### config.mk
export PLATFORM = sky130hd
export DESIGN_NAME = ad9361_tx_sample_reader_flat
export DESIGN_NICKNAME = d
export VERILOG_FILES = /design/src/rtl/ad9361_tx_sample_reader_pkg.sv /design/src/rtl/ad9361_tx_sample_reader_if.sv /design/src/rtl/ad9361_tx_sample_reader_tx_elastic_buf.sv /design/src/rtl/ad9361_tx_sample_reader.sv /design/src/flat_wrapper.sv
export SDC_FILE = /design/constraint.sdc
export NUM_CORES = 1
export LEC_CHECK = 0
export BUFFER_PORTS_ARGS = -buffer_cell sky130_fd_sc_hd__buf_2
export CAP_MARGIN = 20
export CORE_ASPECT_RATIO = 0.9
export CORE_MARGIN = 10
export CORE_UTILIZATION = 60
export DETAILED_ROUTE_END_ITERATION = 12
export PLACE_DENSITY = 0.79
export SYNTH_ARGS = -nofsm -noshare
export SYNTH_HDL_FRONTEND = slang
export SYNTH_SLANG_ARGS = --single-unit
### constraint.sdc
create_clock -name AD9361_CLK -period 4.2 [get_ports AD9361_CLK]
set_input_delay 0.63 -clock AD9361_CLK [delete_from_list [all_inputs] [get_ports AD9361_CLK]]
set_output_delay 0.63 -clock AD9361_CLK [all_outputs]
set_load 0.02 [all_outputs]
### src/rtl/ad9361_tx_sample_reader_pkg.sv
// ----------------------------------------------------------------------------
// ad9361_tx_sample_reader_pkg
// Shared definitions for the AD9361 TX sample reader:
//   - state_t and the IDLE/PREFILL/RUN encodings
//   - {Q,I} field positions inside a tdata word
//   - width of the optional underrun event counter
// ----------------------------------------------------------------------------
package ad9361_tx_sample_reader_pkg;

    typedef logic [1:0] state_t;

    localparam state_t ST_IDLE    = 2'd0;
    localparam state_t ST_PREFILL = 2'd1;
    localparam state_t ST_RUN     = 2'd2;

    // I occupies the low half of tdata, Q the high half.
    localparam int I_LSB = 0;

    function automatic int q_lsb(input int data_w);
        return data_w;
    endfunction

    localparam int UNDERRUN_CNT_W = 16;

endpackage

### src/rtl/ad9361_tx_sample_reader_if.sv
// ----------------------------------------------------------------------------
// ad9361_tx_sample_reader_if
// AXI-Stream sample channel from the DAC-path async FIFO to the TX reader.
//   tvalid  master -> slave   sample available
//   tready  slave  -> master  sample accepted when tvalid && tready
//   tdata   master -> slave   {Q, I}, each DATA_W bits
// ----------------------------------------------------------------------------
interface ad9361_tx_sample_reader_if #(
    parameter int DATA_W = 12
);
    logic                  tvalid;
    logic                  tready;
    logic [2*DATA_W-1:0]   tdata;

    modport master (output tvalid, output tdata, input tready);
    modport slave  (input tvalid, input tdata, output tready);
endinterface

### src/rtl/ad9361_tx_sample_reader_tx_elastic_buf.sv
// ----------------------------------------------------------------------------
// tx_elastic_buf
// Synchronous DEPTH-entry FIFO used as the local elastic buffer of the reader.
//   clk, rst      clock, asynchronous active-high reset
//   push, wdata   write one entry (ignored when full or flushing)
//   pop, rdata    rdata is the head entry; pop removes it (ignored when empty)
//   flush         empties the buffer at the next edge, overrides push/pop
//   full, empty   occupancy flags
//   count         occupancy, one bit wider than the pointers
// ----------------------------------------------------------------------------
module tx_elastic_buf #(
    parameter int WIDTH = 24,
    parameter int DEPTH = 8
) (
    input  logic                     clk,
    input  logic                     rst,
    input  logic                     push,
    input  logic                     pop,
    input  logic                     flush,
    input  logic [WIDTH-1:0]         wdata,
    output logic [WIDTH-1:0]         rdata,
    output logic                     full,
    output logic                     empty,
    output logic [$clog2(DEPTH):0]   count
);
    localparam int PTR_W = $clog2(DEPTH);
    localparam int CNT_W = PTR_W + 1;

    logic [WIDTH-1:0] mem_q [DEPTH];
    logic [PTR_W-1:0] wr_ptr_q, wr_ptr_d;
    logic [PTR_W-1:0] rd_ptr_q, rd_ptr_d;
    logic [CNT_W-1:0] count_q, count_d;
    logic             push_ok, pop_ok;

    assign full    = (count_q == CNT_W'(DEPTH));
    assign empty   = (count_q == '0);
    assign push_ok = push && !full && !flush;
    assign pop_ok  = pop && !empty && !flush;
    assign rdata   = mem_q[rd_ptr_q];
    assign count   = count_q;

    always_comb begin
        // NOTE: every signal gets a default first so no path leaves it unassigned (no latch).
        wr_ptr_d = wr_ptr_q;
        rd_ptr_d = rd_ptr_q;
        count_d  = count_q;
        if (flush) begin
            wr_ptr_d = '0;
            rd_ptr_d = '0;
            count_d  = '0;
        end else begin
            // Pointers are a power of two deep and simply wrap.
            if (push_ok) wr_ptr_d = wr_ptr_q + PTR_W'(1);
            if (pop_ok)  rd_ptr_d = rd_ptr_q + PTR_W'(1);
            case ({push_ok, pop_ok})
                2'b10:   count_d = count_q + CNT_W'(1);
                2'b01:   count_d = count_q - CNT_W'(1);
                default: count_d = count_q;
            endcase
        end
    end

    always_ff @(posedge clk or posedge rst) begin
        if (rst) begin
            // NOTE: non-blocking assignments for all flops so every register samples pre-edge values.
            wr_ptr_q <= '0;
            rd_ptr_q <= '0;
            count_q  <= '0;
        end else begin
            wr_ptr_q <= wr_ptr_d;
            rd_ptr_q <= rd_ptr_d;
            count_q  <= count_d;
        end
    end

    // NOTE: storage is not reset; an entry is only read after it has been written.
    always_ff @(posedge clk) begin
        if (push_ok) mem_q[wr_ptr_q] <= wdata;
    end

endmodule

### src/rtl/ad9361_tx_sample_reader.sv
// ----------------------------------------------------------------------------
// ad9361_tx_sample_reader
// Reader end of the DAC-path async FIFO in the AD9361_CLK domain. Pops {Q,I}
// samples into a local elastic buffer, prefills it, then emits one sample per
// RATE_DIV clocks. An empty buffer at an output tick emits zeros, flags an
// underrun and returns to prefill.
//   AD9361_CLK, rst_32d768M  clock, asynchronous active-high reset
//   enable                   run request (low: idle and flush)
//   s_axis                   AXI-Stream slave, tdata = {Q, I}
//   tx_i, tx_q, tx_strobe    registered sample and one-cycle new-sample pulse
//   underrun                 one-cycle pulse when a tick finds the buffer empty
//   state_o, fill_level      current state (IDLE=0, PREFILL=1, RUN=2), occupancy
// Optional: define TX_UNDERRUN_CNT_EN to add underrun_cnt[15:0], a saturating
// count of underrun pulses cleared only by reset.
// ----------------------------------------------------------------------------
module ad9361_tx_sample_reader
    import ad9361_tx_sample_reader_pkg::*;
#(
    parameter int DATA_W   = 12,
    parameter int DEPTH    = 8,
    parameter int PREFILL  = 4,
    parameter int RATE_DIV = 1
) (
    input  logic                      AD9361_CLK,
    input  logic                      rst_32d768M,
    input  logic                      enable,
    ad9361_tx_sample_reader_if.slave  s_axis,
    output logic [DATA_W-1:0]         tx_i,
    output logic [DATA_W-1:0]         tx_q,
    output logic                      tx_strobe,
    output logic                      underrun,
    output logic [1:0]                state_o,
    output logic [$clog2(DEPTH):0]    fill_level
`ifdef TX_UNDERRUN_CNT_EN
    ,
    output logic [UNDERRUN_CNT_W-1:0] underrun_cnt
`endif
);
    localparam int CNT_W = $clog2(DEPTH) + 1;
    localparam int DIV_W = (RATE_DIV > 1) ? $clog2(RATE_DIV) : 1;
    localparam int Q_LSB = q_lsb(DATA_W);
    localparam logic [DIV_W-1:0] DIV_LAST    = DIV_W'(RATE_DIV - 1);
    localparam logic [CNT_W-1:0] PREFILL_LVL = CNT_W'(PREFILL);

    state_t              state_q, state_d;
    logic [DIV_W-1:0]    div_q, div_d;
    logic [DATA_W-1:0]   tx_i_q, tx_i_d, tx_q_q, tx_q_d;
    logic                tx_strobe_q, tx_strobe_d;
    logic                underrun_q, underrun_d;

    logic                ready, push, pop, flush;
    logic                buf_full, buf_empty;
    logic [CNT_W-1:0]    buf_count, fill_after_push;
    logic [2*DATA_W-1:0] head;

    // Ready depends only on registered state and occupancy, never on tvalid.
    assign ready           = (state_q != ST_IDLE) && !buf_full;
    assign s_axis.tready   = ready;
    assign push            = s_axis.tvalid && ready;
    assign fill_after_push = buf_count + CNT_W'(push);

    tx_elastic_buf #(
        .WIDTH (2*DATA_W),
        .DEPTH (DEPTH)
    ) u_buf (
        .clk   (AD9361_CLK),
        .rst   (rst_32d768M),
        .push  (push),
        .pop   (pop),
        .flush (flush),
        .wdata (s_axis.tdata),
        .rdata (head),
        .full  (buf_full),
        .empty (buf_empty),
        .count (buf_count)
    );

    always_comb begin
        state_d     = state_q;
        div_d       = div_q;
        tx_i_d      = tx_i_q;
        tx_q_d      = tx_q_q;
        tx_strobe_d = 1'b0;
        underrun_d  = 1'b0;
        pop         = 1'b0;
        flush       = 1'b0;

        if (!enable) begin
            state_d = ST_IDLE;
            div_d   = '0;
            tx_i_d  = '0;
            tx_q_d  = '0;
            flush   = 1'b1;
        end else begin
            case (state_q)
                ST_IDLE: begin
                    flush   = 1'b1;
                    div_d   = '0;
                    tx_i_d  = '0;
                    tx_q_d  = '0;
                    state_d = ST_PREFILL;
                end
                ST_PREFILL: begin
                    // Divider restarts so the first tick lands on the first RUN cycle.
                    div_d = '0;
                    if (fill_after_push >= PREFILL_LVL) state_d = ST_RUN;
                end
                ST_RUN: begin
                    div_d = (div_q == DIV_LAST) ? '0 : div_q + DIV_W'(1);
                    if (div_q == '0) begin
                        tx_strobe_d = 1'b1;
                        if (!buf_empty) begin
                            pop    = 1'b1;
                            tx_i_d = head[I_LSB +: DATA_W];
                            tx_q_d = head[Q_LSB +: DATA_W];
                        end else begin
                            underrun_d = 1'b1;
                            tx_i_d     = '0;
                            tx_q_d     = '0;
                            div_d      = '0;
                            state_d    = ST_PREFILL;
                        end
                    end
                end
                default: begin
                    flush   = 1'b1;
                    div_d   = '0;
                    tx_i_d  = '0;
                    tx_q_d  = '0;
                    state_d = ST_IDLE;
                end
            endcase
        end
    end

    always_ff @(posedge AD9361_CLK or posedge rst_32d768M) begin
        if (rst_32d768M) begin
            state_q     <= ST_IDLE;
            div_q       <= '0;
            tx_i_q      <= '0;
            tx_q_q      <= '0;
            tx_strobe_q <= 1'b0;
            underrun_q  <= 1'b0;
        end else begin
            state_q     <= state_d;
            div_q       <= div_d;
            tx_i_q      <= tx_i_d;
            tx_q_q      <= tx_q_d;
            tx_strobe_q <= tx_strobe_d;
            underrun_q  <= underrun_d;
        end
    end

    assign tx_i       = tx_i_q;
    assign tx_q       = tx_q_q;
    assign tx_strobe  = tx_strobe_q;
    assign underrun   = underrun_q;
    assign state_o    = state_q;
    assign fill_level = buf_count;

`ifdef TX_UNDERRUN_CNT_EN
    logic [UNDERRUN_CNT_W-1:0] underrun_cnt_q, underrun_cnt_d;

    // Counts on the same edge that raises the underrun pulse; sticks at all-ones.
    always_comb begin
        underrun_cnt_d = underrun_cnt_q;
        if (underrun_d && (underrun_cnt_q != '1))
            underrun_cnt_d = underrun_cnt_q + UNDERRUN_CNT_W'(1);
    end

    always_ff @(posedge AD9361_CLK or posedge rst_32d768M) begin
        if (rst_32d768M) underrun_cnt_q <= '0;
        else             underrun_cnt_q <= underrun_cnt_d;
    end

    assign underrun_cnt = underrun_cnt_q;
`endif

endmodule

### src/flat_wrapper.sv
// flat-port wrapper written by rule: the top's interface ports become plain ports
module ad9361_tx_sample_reader_flat import ad9361_tx_sample_reader_pkg::*;
#(
    parameter int DATA_W   = 12,
    parameter int DEPTH    = 8,
    parameter int PREFILL  = 4,
    parameter int RATE_DIV = 1
)
  (AD9361_CLK, rst_32d768M, enable, tx_i, tx_q, tx_strobe, underrun, state_o, fill_level, s_axis_tvalid, s_axis_tdata, s_axis_tready);
  ad9361_tx_sample_reader_if #(.DATA_W(DATA_W)) s_axis_i ();
  input  logic AD9361_CLK;
  input  logic rst_32d768M;
  input  logic enable;
  output logic [DATA_W-1:0] tx_i;
  output logic [DATA_W-1:0] tx_q;
  output logic tx_strobe;
  output logic underrun;
  output logic [1:0] state_o;
  output logic [$clog2(DEPTH):0] fill_level;
  input wire logic [$bits(s_axis_i.tvalid)-1:0] s_axis_tvalid;
  input wire logic [$bits(s_axis_i.tdata)-1:0] s_axis_tdata;
  output wire logic [$bits(s_axis_i.tready)-1:0] s_axis_tready;
  assign s_axis_i.tvalid = s_axis_tvalid;
  assign s_axis_i.tdata = s_axis_tdata;
  assign s_axis_tready = s_axis_i.tready;
  ad9361_tx_sample_reader #(.DATA_W(DATA_W), .DEPTH(DEPTH), .PREFILL(PREFILL), .RATE_DIV(RATE_DIV)) u_core (.AD9361_CLK(AD9361_CLK), .rst_32d768M(rst_32d768M), .enable(enable), .s_axis(s_axis_i), .tx_i(tx_i), .tx_q(tx_q), .tx_strobe(tx_strobe), .underrun(underrun), .state_o(state_o), .fill_level(fill_level));
endmodule
# Word-level counts from Yosys, hierarchy flattened
# Memory sizes are Yosys's and may differ from the RTL's.
# Cells that the tools add are included.
# W data, S select, Z words.
[totals] elab_cells=83 mem_bits_rw=192 romBits=0 mem_count=1 latch_bits=0 regBits=39
[mem_list] name="u_core.u_buf.mem_q" depth=8 width=24 rd=1 rd_ports_with_merged_regs=0 write_ports=1 line_no="ad9361_tx_sample_reader_tx_elastic_buf.sv:29" text="logic [WIDTH-1:0] mem_q [DEPTH];"
[op_classes] shifts=0 mul=0 bitwise=0 eq_ne=9 div=0 n_addsub=6 n_lt_le_gt_ge=1 reduce_logical=18 n_mux=39
[op_table] cell="$mux W12" n=6
[op_table] cell="$pmux W12 S2" n=2
[op_table] cell="$mux W1" n=20
[op_table] cell="$mux W3" n=4
[op_table] cell="$mux W2" n=4
[op_table] cell="$pmux W4 S2" n=1
[op_table] cell="$add A3 B1 Y3 const B" n=2
[op_table] cell="$logic_and A1 B1 Y1" n=6
[op_table] cell="$ne A3 B2 Y1 const B" n=2
[op_table] cell="$pmux W2 S3" n=1
[op_table] cell="$reduce_bool A2 Y1" n=3
[op_table] cell="$add A4 B1 Y4" n=1
[op_table] cell="$add A4 B1 Y4 const B" n=1
[op_table] cell="$eq A2 B1 Y1 const B" n=2
[op_table] cell="$eq A2 B2 Y1 const B" n=2
[op_table] cell="$eq A4 B4 Y1 const B" n=1
[op_table] cell="$ge A4 B3 Y1 const B" n=1
[op_table] cell="$logic_not A4 Y1" n=1
[op_table] cell="$mux W4" n=1
[op_table] cell="$sub A4 B1 Y4 const B" n=1
[op_table] cell="$logic_not A1 Y1" n=3
[op_table] cell="$ne A3 B3 Y1 const B" n=1
[op_table] cell="$reduce_and A3 Y1" n=1
[op_table] cell="$reduce_bool A3 Y1" n=1
[op_table] cell="5 further kinds" n=5

# Logic depth before layout (Yosys ltp)
[logic_depth] ltp_word=10 mapped_depth=12 mapped_depth_nobuf=12

# Modules after synthesis
# A second synthesis with hierarchy kept.
[unflattened] cells_unflattened=489 hier_area_um2=9180.1
[by_module_without_submodules] mod="tx_elastic_buf" cells_per_inst=356 seq_area_each_um2=6015.8 area_each_um2=7923.8 instances=1
[by_module_without_submodules] mod="ad9361_tx_sample_reader" cells_per_inst=133 seq_area_each_um2=700.7 area_each_um2=1256.2 instances=1

# Worst setup path after synthesis
# No wires, ideal clock.
[synth_timing] path_type="register to register" start="reg u_core.state_q[0] (netlist: u_core.state_o[0])" end="mem u_core.u_buf.mem_q[2][0] (enable)" slack_ns=0.744 synth_period_minus_slack_ns=3.456 arrival_time_ns=3.020 path_stages_with_launch=6 path_cell_list="dfrtp_1 -> inv_1 -> ha_1 -> nor3b_4 -> nand4_1 -> nor3_1"
[synth_via] elab_chain_cells=8 word_cells_on_any_way=13
[synth_rtl] element="start, declared" line_no="ad9361_tx_sample_reader.sv:45" text="state_t state_q, state_d;"
[synth_rtl] element="start signal, assigned" line_no="ad9361_tx_sample_reader.sv:145" text="state_q <= state_d;"
[synth_rtl] element="$eq A2 B1 Y1 or $eq A2 B2 Y1 (tied branches)" line_no="ad9361_tx_sample_reader.sv:95" text="case (state_q)"
[synth_rtl] element="$reduce_or A2 Y1 (no line)"
[synth_rtl] element="$mux W1" line_no="ad9361_tx_sample_reader.sv:95"
[synth_rtl] element="$mux W1" line_no="ad9361_tx_sample_reader.sv:88" text="if (!enable) begin"
[synth_rtl] element="$logic_not A1 Y1" line_no="ad9361_tx_sample_reader_tx_elastic_buf.sv:37" text="assign push_ok = push && !full && !flush;"
[synth_rtl] element="$logic_and A1 B1 Y1 (*)" line_no="ad9361_tx_sample_reader_tx_elastic_buf.sv:37"
[synth_rtl] element="$mux W1 (*)" line_no="ad9361_tx_sample_reader_tx_elastic_buf.sv:78" text="if (push_ok) mem_q[wr_ptr_q] <= wdata;"
[synth_rtl] element="$mux W1 (not written as such) (*)" line_no="ad9361_tx_sample_reader_tx_elastic_buf.sv:78"
[synth_rtl] element="end, declared" line_no="ad9361_tx_sample_reader_tx_elastic_buf.sv:29"
# Mark *: on every way between the ends. The rest lies on a longest branch, timed or not.

# Final worst setup path
[layout_timing] start="reg u_core.state_q[0] (netlist: u_core.state_o[0])" end="mem u_core.u_buf.mem_q[0][17] (enable)"
# Same word-level chain as after synthesis.

==> results.ini <==
[sta]
setup_tns_ns=0
slew_violations=0
tightest_slew_ns=1.13
rsz0062_at_grt=false
fmax_mhz=342
fin_crit_ns=2.93
finalSetupViolations=0
slew_headroom_pct=24.4
finalHoldViolCount=0
clock_skew_ns=0.0190
fin_crit_sh_pct=69.7

[route]
drtIter0Drc=385
drt_wl_total_microns=18500
vias=4653
ant_nets=0
viasPerCell=6.37
dr.pass1.iters=5
drc_errors=0
wire_per_inst_microns=25.4

[setup_path]
r2r_cells=6
arrival_ns=3.13
crit_type=reg2reg
crit_path_end_kind=register
ff2ff_setup_slack_ns=1.27
cp.required_ns=4.40
r2r-start=u_core.state_o[0]$_DFFE_PP0P_
startpoint_type=register
cp_max_fo=13
timing.rr.end=u_core.u_buf.mem_q[0][17]$_DFFE_PP_
startpoint=u_core.state_o[0]$_DFFE_PP0P_

[synthesis]
ys_ff_latch=230
syn-instance-count=434
ys_types=40
synth_ff_type=edfxtp_1
synth_common_cells=192 x edfxtp_1, 48 x mux4_2, 38 x dfrtp_1, 27 x and3_1, 24 x a221o_1
synth_area_leaders=edfxtp_1 64%, mux4_2 12%, dfrtp_1 11%
yosysTopAreaCellShare_pct=64.4
synth_top_area_cell=edfxtp_1
ys_seq_area_share_pct=75.0
synth_most_common_cell=edfxtp_1
synth_edf_count=192
synth_nets=472
synth.cell_area_sq_mm=0.00895
ys_warn_count=0
synthArstFlopShare_pct=16.5
syn-mean-instance-area_sq_um=20.6

[finish]
nets=551
drive_gt1_share_pct=32.6
area_growth_pct=15.0

[clocking]
cts_tree=built
cts_buffers=23
ctsRootBufferMaster=clkbuf_16
hold_buffers=0
htreeDepth=1
clk_pin_slew_worst_paths_ns=0.06
clk_latency_ns=0.50
cts_setup_buffers=0
clock-sinks=230
cts_buffer_depth=3
postCtsResizedCells=0

[pwr]
pwr_density_cell_mw_per_mm2=440
p_sw_uw=891
seqPwrFrac_pct=54.9
clock_power_share_pct=42.7
p_sw_share_pct=19.7
ir_drop_uv=342
combPwrFrac_pct=2.4
total_power_uw=4530
p_int_uw=3640
p_leak_uw=0.00373

[placed_design]
io_buffer_count=60
dp_hpwl_microns=10800
routabilityCongestion=0.829

[grt]
met2_usage_pct=30.2
grt_pass1_wl_microns=28800
gr-usage-all-layers_pct=18.5
grt_max_degree=51
grt-ovfl-total=0
antenna_found_initial=2
grtUsageMet1_pct=25.0
top_usage_layer=met2
grt_pass1_vias=4896
use_met3_pct=4.35

[die]
io-pin-count=61
die_area_sq_mm=0.0202
die_w_microns=149
rows=42
core_sq_mm=0.0147
start_util_pct=61.1
die_y_microns=136

[flow_run]
cap_violations=0

[worst_hold_path]
min_path_type=in2async

[status]
status=finished clean

-- layout by cell type, fill, tap and decap left out, drive strengths merged, types with 10 or more instances in the layout --
cell and count:
mux4 48, dfrtp 38, clkinv 14, buf 76, and3 27, nor2 20
clkbuf 25, edfxtp 192, ha 10, a221o 24
-- worst max-delay path: stages (launching register included) --
cell	delay (ns)
dfrtp_1	0.41
inv_1	0.10
ha_1	0.38
nand2_1	0.24
or3b_1	0.56
nor3_4	0.71
buf_12	0.24
-- flip-flops by register name (all words and copies together) (netlist names) --
signal,cells
u_core.underrun,1
u_core.tx_i,12
u_core.u_buf.mem_q,192
u_core.tx_q,12
u_core.state_o,2
u_core.u_buf.count,4
u_core.u_buf.rd_ptr_q,3
u_core.u_buf.wr_ptr_q,3
u_core.tx_strobe,1
-- routing by layer --
metal,wire [microns],vias to the layer above
met5,0,-
met3,1460,14
li1,-,1963
met2,9520,218
met1,7340,2458
met4,218,0
-- per-stage QoR --
stage	std cells	cell area, sq um	util (%)	setup slack [ns]	hold WS (ns)
2_1_floorplan	434	8950	-	0.744	0.528
3_3_place_gp	684	9530	65.0	1.44	0.494
3_5_place_dp	684	9530	65.0	1.29	0.498
4_1_cts	726	10300	69.9	1.27	0.278
5_1_grt	729	10300	70.2	1.15	0.326
6_report	730	10300	70.2	1.27	0.274
-- final cells by class --
| type | instances | area, sq um |
|---|---|---|
| inverters | 5 | 18.8 |
| fillers | 881 | 4370 |
| diodes | 2 | 5.00 |
| flip-flops and latches | 230 | 6720 |
| well taps | 198 | 248 |
| multi-input cells | 177 | 2100 |
| clock inverters | 17 | 136 |
| repair buffers | 76 | 478 |
| clock buffers | 25 | 583 |
-- worst max-delay path by stage --
stage,endpoint
global route,u_core.u_buf.mem_q[0][17]$_DFFE_PP_
global placement,u_core.u_buf.count[3]$_DFFE_PP0P_
CTS,u_core.u_buf.mem_q[0][17]$_DFFE_PP_
floorplan,u_core.u_buf.mem_q[2][0]$_DFFE_PP_
detailed placement,u_core.u_buf.mem_q[0][5]$_DFFE_PP_
finish,u_core.u_buf.mem_q[0][17]$_DFFE_PP_
-- power groups by stage --
| stage | Sequential (uW) | Combinational (uW) | Clock, uW |
|---|---|---|---|
| CTS | 2490 | 109 | 1970 |
| global route | 2490 | 119 | 2060 |
| finish | 2490 | 108 | 1940 |
| global placement | 2530 | 104 | 0 |
| detailed placement | 2530 | 109 | 0 |
| floorplan | 2540 | 47.3 | 0 |
-- cells by family (layout without fill, tap and decap cells) --
logic type,Yosys count,count (layout),share of synthesized area [%]
muxes,53,53,12.6
adders and majority gates,10,10,1.40
DFF,230,230,75.0
other,0,2,0
and+or+nand+nor,69,69,4.70
AOI/OAI and AO/OA,38,38,3.68
xor gates and xnor gates,7,7,0.685
buffers and inverters,27,123,1.87
(Power assumes the default switching activity.)
